**config.mk**
```make
export PLATFORM = sky130hd
export DESIGN_NAME = muldiv_seq_flat
export DESIGN_NICKNAME = d
export VERILOG_FILES = /design/src/rtl/muldiv_seq_if.sv /design/src/rtl/muldiv_seq.sv /design/src/flat_wrapper.sv
export SDC_FILE = /design/constraint.sdc
export NUM_CORES = 1
export LEC_CHECK = 0
export ABC_AREA = 0
export CORE_ASPECT_RATIO = 0.75
export CORE_MARGIN = 2
export CORE_UTILIZATION = 60
export CTS_CLUSTER_DIAMETER = 100
export CTS_CLUSTER_SIZE = 25
export DETAILED_ROUTE_END_ITERATION = 16
export MAX_ROUTING_LAYER = met4
export PLACE_DENSITY_LB_ADDON = 0.3
export SETUP_SLACK_MARGIN = 0.5
export SYNTH_ARGS = -nofsm -noshare
export SYNTH_HDL_FRONTEND = slang
export SYNTH_SLANG_ARGS = --single-unit
```
**constraint.sdc**
```tcl
create_clock -name clk -period 7.9 [get_ports clk]
set_input_delay 1.58 -clock clk [delete_from_list [all_inputs] [get_ports clk]]
set_output_delay 1.58 -clock clk [all_outputs]
set_load 0.01 [all_outputs]
```
**src/rtl/muldiv_seq_if.sv**
```systemverilog
// Handshake and result bundle between the EXE stage and the multiply/divide sequencer.
interface muldiv_seq_if;
    logic        start;
    logic [2:0]  op;
    logic [31:0] a;
    logic [31:0] b;
    logic        cancel;
    logic        id_hilo;
    logic [31:0] hi;
    logic [31:0] lo;
    logic        busy;
    logic        done;
    logic        md_stall;

    // Pipeline side: issues operations, reads HI/LO and the stall request.
    modport master (
        output start, op, a, b, cancel, id_hilo,
        input  hi, lo, busy, done, md_stall
    );

    // Sequencer side.
    modport slave (
        input  start, op, a, b, cancel, id_hilo,
        output hi, lo, busy, done, md_stall
    );
endinterface

```
**src/rtl/muldiv_seq.sv**
```systemverilog
// Iterative multiply/divide sequencer owning the HI/LO registers.
// Radix-2 shift-add multiply or restoring divide on magnitudes over 32
// RUN cycles, followed by one FIX cycle that applies signs and writes HI/LO.
module muldiv_seq (
    input  logic          clk,
    input  logic          rst_n,
    muldiv_seq_if.slave   bus
);
    typedef enum logic [1:0] {IDLE, RUN, FIX} state_e;

    state_e      state_q, state_d;
    logic [5:0]  cnt_q, cnt_d;
    logic [63:0] acc_q, acc_d;        // mul: {partial, multiplier}; div: {remainder, quotient}
    logic [31:0] opnd_q, opnd_d;      // multiplicand or divisor magnitude
    logic [31:0] a_orig_q, a_orig_d;  // raw dividend, returned in HI on divide by zero
    logic        is_div_q, is_div_d;
    logic        neg_q, neg_d;        // negate product / quotient
    logic        rem_neg_q, rem_neg_d;
    logic [31:0] hi_q, hi_d;
    logic [31:0] lo_q, lo_d;
    logic        done_q, done_d;

    logic        busy;
    logic        launch;
    logic        signed_op;
    logic [31:0] a_mag, b_mag;
    logic [32:0] mul_sum;
    logic [63:0] mul_next;
    logic [32:0] div_shift, div_diff;
    logic        div_ge;
    logic [63:0] div_next;
    logic [63:0] product;

    assign busy   = (state_q != IDLE);
    assign launch = bus.start & ~bus.cancel & ~bus.op[2];

    // Operand magnitudes and one iteration of each algorithm.
    always_comb begin
        signed_op = ~bus.op[0];
        a_mag     = (signed_op && bus.a[31]) ? -bus.a : bus.a;
        b_mag     = (signed_op && bus.b[31]) ? -bus.b : bus.b;
        mul_sum   = {1'b0, acc_q[63:32]} + {1'b0, opnd_q};
        mul_next  = acc_q[0] ? {mul_sum, acc_q[31:1]} : {1'b0, acc_q[63:1]};
        div_shift = acc_q[63:31];
        div_diff  = div_shift - {1'b0, opnd_q};
        div_ge    = ~div_diff[32];
        div_next  = {(div_ge ? div_diff[31:0] : div_shift[31:0]), acc_q[30:0], div_ge};
        product   = neg_q ? -acc_q : acc_q;
    end

    // Next-state logic of the sequencer FSM.
    always_comb begin
        // NOTE: every signal driven here gets a default first, so no path leaves it unassigned and no latch is inferred.
        state_d = state_q;
        unique case (state_q)
            IDLE:    if (launch) state_d = RUN;
            RUN:     if (bus.cancel) state_d = IDLE;
                     else if (cnt_q == 6'd31) state_d = FIX;
            FIX:     state_d = IDLE;
            default: state_d = IDLE;
        endcase
    end

    // Datapath next values: operand capture, iterations, sign fix-up, MTHI/MTLO.
    always_comb begin
        cnt_d     = cnt_q;
        acc_d     = acc_q;
        opnd_d    = opnd_q;
        a_orig_d  = a_orig_q;
        is_div_d  = is_div_q;
        neg_d     = neg_q;
        rem_neg_d = rem_neg_q;
        hi_d      = hi_q;
        lo_d      = lo_q;
        done_d    = 1'b0;
        unique case (state_q)
            IDLE: begin
                if (launch) begin
                    is_div_d  = bus.op[1];
                    acc_d     = {32'd0, (bus.op[1] ? a_mag : b_mag)};
                    opnd_d    = bus.op[1] ? b_mag : a_mag;
                    a_orig_d  = bus.a;
                    neg_d     = signed_op & (bus.a[31] ^ bus.b[31]);
                    rem_neg_d = signed_op & bus.a[31];
                    cnt_d     = 6'd0;
                end else if (bus.start && !bus.cancel && bus.op[2:1] == 2'b10) begin
                    if (bus.op[0]) lo_d = bus.a;
                    else           hi_d = bus.a;
                end
            end
            RUN: begin
                if (!bus.cancel) begin
                    acc_d = is_div_q ? div_next : mul_next;
                    cnt_d = cnt_q + 6'd1;
                end
            end
            FIX: begin
                if (!bus.cancel) begin
                    done_d = 1'b1;
                    if (!is_div_q) begin
                        hi_d = product[63:32];
                        lo_d = product[31:0];
                    end else if (opnd_q == 32'd0) begin
                        hi_d = a_orig_q;
                        lo_d = 32'hFFFF_FFFF;
                    end else begin
                        hi_d = rem_neg_q ? -acc_q[63:32] : acc_q[63:32];
                        lo_d = neg_q ? -acc_q[31:0] : acc_q[31:0];
                    end
                end
            end
            default: ;
        endcase
    end

    // State and datapath registers.
    always_ff @(posedge clk or negedge rst_n) begin
        // NOTE: every register, accumulators included, is cleared on reset so a discarded operation leaves nothing behind.
        if (!rst_n) begin
            state_q   <= IDLE;
            cnt_q     <= 6'd0;
            acc_q     <= 64'd0;
            opnd_q    <= 32'd0;
            a_orig_q  <= 32'd0;
            is_div_q  <= 1'b0;
            neg_q     <= 1'b0;
            rem_neg_q <= 1'b0;
            hi_q      <= 32'd0;
            lo_q      <= 32'd0;
            done_q    <= 1'b0;
        end else begin
            // NOTE: non-blocking assignments so every register samples pre-edge values regardless of statement order.
            state_q   <= state_d;
            cnt_q     <= cnt_d;
            acc_q     <= acc_d;
            opnd_q    <= opnd_d;
            a_orig_q  <= a_orig_d;
            is_div_q  <= is_div_d;
            neg_q     <= neg_d;
            rem_neg_q <= rem_neg_d;
            hi_q      <= hi_d;
            lo_q      <= lo_d;
            done_q    <= done_d;
        end
    end

    assign bus.hi       = hi_q;
    assign bus.lo       = lo_q;
    assign bus.busy     = busy;
    assign bus.done     = done_q;
    assign bus.md_stall = bus.id_hilo & (busy | (bus.start & ~bus.op[2]));
endmodule

```
**src/flat_wrapper.sv**
```systemverilog
// flat-port wrapper written by rule: the top's interface ports become plain ports
module muldiv_seq_flat 
  (clk, rst_n, bus_start, bus_op, bus_a, bus_b, bus_cancel, bus_id_hilo, bus_hi, bus_lo, bus_busy, bus_done, bus_md_stall);
  muldiv_seq_if bus_i ();
  input  logic clk;
  input  logic rst_n;
  input wire logic [$bits(bus_i.start)-1:0] bus_start;
  input wire logic [$bits(bus_i.op)-1:0] bus_op;
  input wire logic [$bits(bus_i.a)-1:0] bus_a;
  input wire logic [$bits(bus_i.b)-1:0] bus_b;
  input wire logic [$bits(bus_i.cancel)-1:0] bus_cancel;
  input wire logic [$bits(bus_i.id_hilo)-1:0] bus_id_hilo;
  output wire logic [$bits(bus_i.hi)-1:0] bus_hi;
  output wire logic [$bits(bus_i.lo)-1:0] bus_lo;
  output wire logic [$bits(bus_i.busy)-1:0] bus_busy;
  output wire logic [$bits(bus_i.done)-1:0] bus_done;
  output wire logic [$bits(bus_i.md_stall)-1:0] bus_md_stall;
  assign bus_i.start = bus_start;
  assign bus_i.op = bus_op;
  assign bus_i.a = bus_a;
  assign bus_i.b = bus_b;
  assign bus_i.cancel = bus_cancel;
  assign bus_i.id_hilo = bus_id_hilo;
  assign bus_hi = bus_i.hi;
  assign bus_lo = bus_i.lo;
  assign bus_busy = bus_i.busy;
  assign bus_done = bus_i.done;
  assign bus_md_stall = bus_i.md_stall;
  muldiv_seq u_core (.clk(clk), .rst_n(rst_n), .bus(bus_i));
endmodule
```
==> results_dict.tcl <==
set metrics [dict create \
    fin_util_pct 66.5 \
    vias 18300 \
    required_ns 8.24 \
    grt_max_degree 106 \
    grt-ovfl-total 0 \
    die_h_um 153 \
    synth_nets 2435 \
    clkTransAtPathRegs_ns 0.11 \
    area_delta_synth_final_pct 9.45 \
    arrival_ns 5.27 \
    drtIter0Drc 2496 \
    rrSetupSlack_ns 3.05 \
    cts_sinks 204 \
    cts-root-buf "clkbuf_16" \
    layout_min_cycle_time_ns 4.93 \
    synth_top_area_share_pct 28.9 \
    die-area_um2 30800 \
    rsz0062_at_grt "false" \
    synthTopCellsByCount "325 x nand2_1, 225 x a21oi_1, 204 x dfrtp_1, 204 x o21ai_0, 199 x nor2_1" \
    io_pins 139 \
    synth_area_leaders "dfrtp_1 29%, nand2_1 6.9%, a21oi_1 6.4%, o21ai_0 5.8%, xnor2_1 5.3%" \
    cap_violations 0 \
    cts_buffer_depth 3 \
    run_status "finished, final reports clean" \
    crit_path_start_kind "primary input" \
    drc_errors 0 \
    synth_top_cell_by_area "dfrtp_1" \
    ys_seq_area_share_pct 28.9 \
    clock_skew_ns 0.0242 \
    ant_nets 0 \
    critPathKind "primary input to flip-flop" \
    synth.most_common_cell "nand2_1" \
    seq_area_um2 5110 \
    gp_congestion 1.01 \
    reg2reg_from "u_core.acc_q[46]" \
    cts_tree "built" \
    ys_warn_count 0 \
    postCtsSetupBuffers 0 \
    core_area_um2 29100 \
    multi_input_area_um2 11600 \
    min_to "u_core.bus.lo[11]" \
    maxSlewHeadroom_pct 18.3 \
    hold_depth 2 \
    powerDensity_nw_per_um2 338 \
    setup_viol 0 \
    wl_per_cell_um 24.5 \
    drtPass1Iterations 6 \
    portBuffers 138 \
    syn_inst 2292 \
    post_cts_resized 0 \
    grt_pass1_vias 16800 \
    final_hold_viol_count 0 \
    max_freq_mhz 203 \
    viasPerCell 6.80 \
    initial_core_util_pct 60.8 \
    cp-end-kind "flip-flop" \
    final_max_slew_viol_count 0 \
    core.rowCount 54 \
    ys.flop_type "dfrtp_1" \
    async_reset_ff_share_pct 100 \
    hold_class "flip-flop to flip-flop" \
    layout-drive-gt1-share_pct 4.09 \
    cts_hold_buf 0 \
    r2r-end "u_core.acc_q[45]" \
    min_from "u_core.bus.lo[11]" \
    cts_buffers 12 \
    drt_wl_total_um 66000 \
    rr_worst_depth 10 \
    setup_tns_ns 0 \
    grt_pass1_wl_um 101000 \
    netlist_area_um2 17700 \
    timing.final.crit_share_pct 62.5 \
    final_nets 2437 \
    vdd_drop_max_mv 0.283 \
    yosysUniqueCellTypes 93 \
    antenna_found_initial 2 \
    dieWidth_um 202 \
    hpwl_um 49400 \
    tightest_slew_ns 1.21 \
    clk_latency_ns 0.50 \
    cp_max_fo 105 \
    synth_edf_count 0 \
    fillCellCount 2505 \
    synth.avg_cell_area_um2 7.71 \
    grtUsageTotal_pct 43.3 \
    ys_ff_latch 204 \
    cellLeakagePower_nw 8.08 \
    h-tree-depth 1 \
]
metal layers:
metal / GRT usage (%) / part of all wire (%)
met1: 63.4 / 43
met2: 58.6 / 40
met3: 11.7 / 14
met4: 11.2 / 2.8
met5: - / 0
state kept, by name, indices dropped and copies added, names as in the netlist:
| name | flops |
|---|---|
| u_core.acc_q | 64 |
| u_core.a_orig_q | 32 |
| u_core.bus.hi | 32 |
| u_core.bus.lo | 32 |
| u_core.opnd_q | 32 |
| u_core.cnt_q | 6 |
| u_core.state_q | 2 |
| u_core.bus.done | 1 |
| u_core.is_div_q | 1 |
| u_core.neg_q | 1 |
| u_core.rem_neg_q | 1 |
area by class of cell:
type | count | area share (%)
clock inverters | 2 | 0.129
multi-input cells | 1848 | 59.8
flip-flops and latches | 204 | 26.4
diodes | 2 | 0.0259
repair buffers | 162 | 8.07
clock buffers | 14 | 1.70
inverters | 66 | 1.28
well taps | 392 | 2.54
report_power, final:
part	total [mW]	internal, mW	switching (mW)
Sequential	1.93	1.32	0.610
Combinational	3.91	1.61	2.30
Clock	0.703	0.307	0.396
worst max-delay path by stage:
stage	start	endpoint	slack [ns]	cells after the start
6_report	bus_op[1]	u_core.bus.hi[7]	2.97	10
5_1_grt	bus_op[1]	u_core.bus.hi[7]	2.66	10
4_1_cts	bus_op[1]	u_core.bus.hi[7]	3.09	10
3_5_place_dp	bus_op[1]	u_core.bus.hi[7]	2.58	10
3_3_place_gp	bus_op[1]	u_core.bus.hi[10]	2.70	10
2_1_floorplan	bus_b[12]	u_core.acc_q[28]	3.94	9
critical path, stage by stage:
cell	delay [ns]
buf_2	0.09
buf_4	0.37
inv_1	0.64
a31oi_1	0.14
or3_1	0.41
a211oi_4	0.22
buf_4	0.40
nand2_1	0.33
nor2_1	0.86
a21oi_1	0.17
stage by stage:
stage | power (mW) | std cells | instance area [um2] | hold slack, ns | worst slack [ns]
floorplan | 4.49 | 2292 | 17700 | 0.440 | 3.94
global placement | 5.61 | 2672 | 19000 | 0.457 | 2.70
detailed placement | 5.69 | 2672 | 19000 | 0.464 | 2.58
CTS | 6.39 | 2688 | 19300 | 0.493 | 3.09
global route | 6.95 | 2690 | 19300 | 0.510 | 2.66
finish | 6.54 | 2690 | 19300 | 0.489 | 2.97
kinds of logic after synthesis:
family	after synthesis	share of synthesized area [%]
XOR/XNOR	205	10.2
flip-flops	204	28.9
AND/OR/NAND/NOR	764	19.8
AO/OA/AOI/OAI	744	26.4
buffers and inverters	240	5.88
adder cells (fa/ha/maj)	71	5.11
multiplexers	64	3.69
placed cells by master, fill, tap and decap left out, types with 35 or more instances in the layout:
master | netlist | final
a21oi_1 | 225 | 225
dfrtp_1 | 204 | 203
mux2i_1 | 55 | 55
nor3_1 | 35 | 35
o211ai_1 | 43 | 43
nand2_1 | 325 | 325
ha_1 | 69 | 69
or3_1 | 41 | 40
clkdlybuf4s50_1 | 0 | 136
xor2_1 | 99 | 99
o21ai_0 | 204 | 204
inv_1 | 63 | 63
nor2_1 | 199 | 197
xnor2_1 | 106 | 106
No activity file was read; power rests on OpenSTA's default activity.
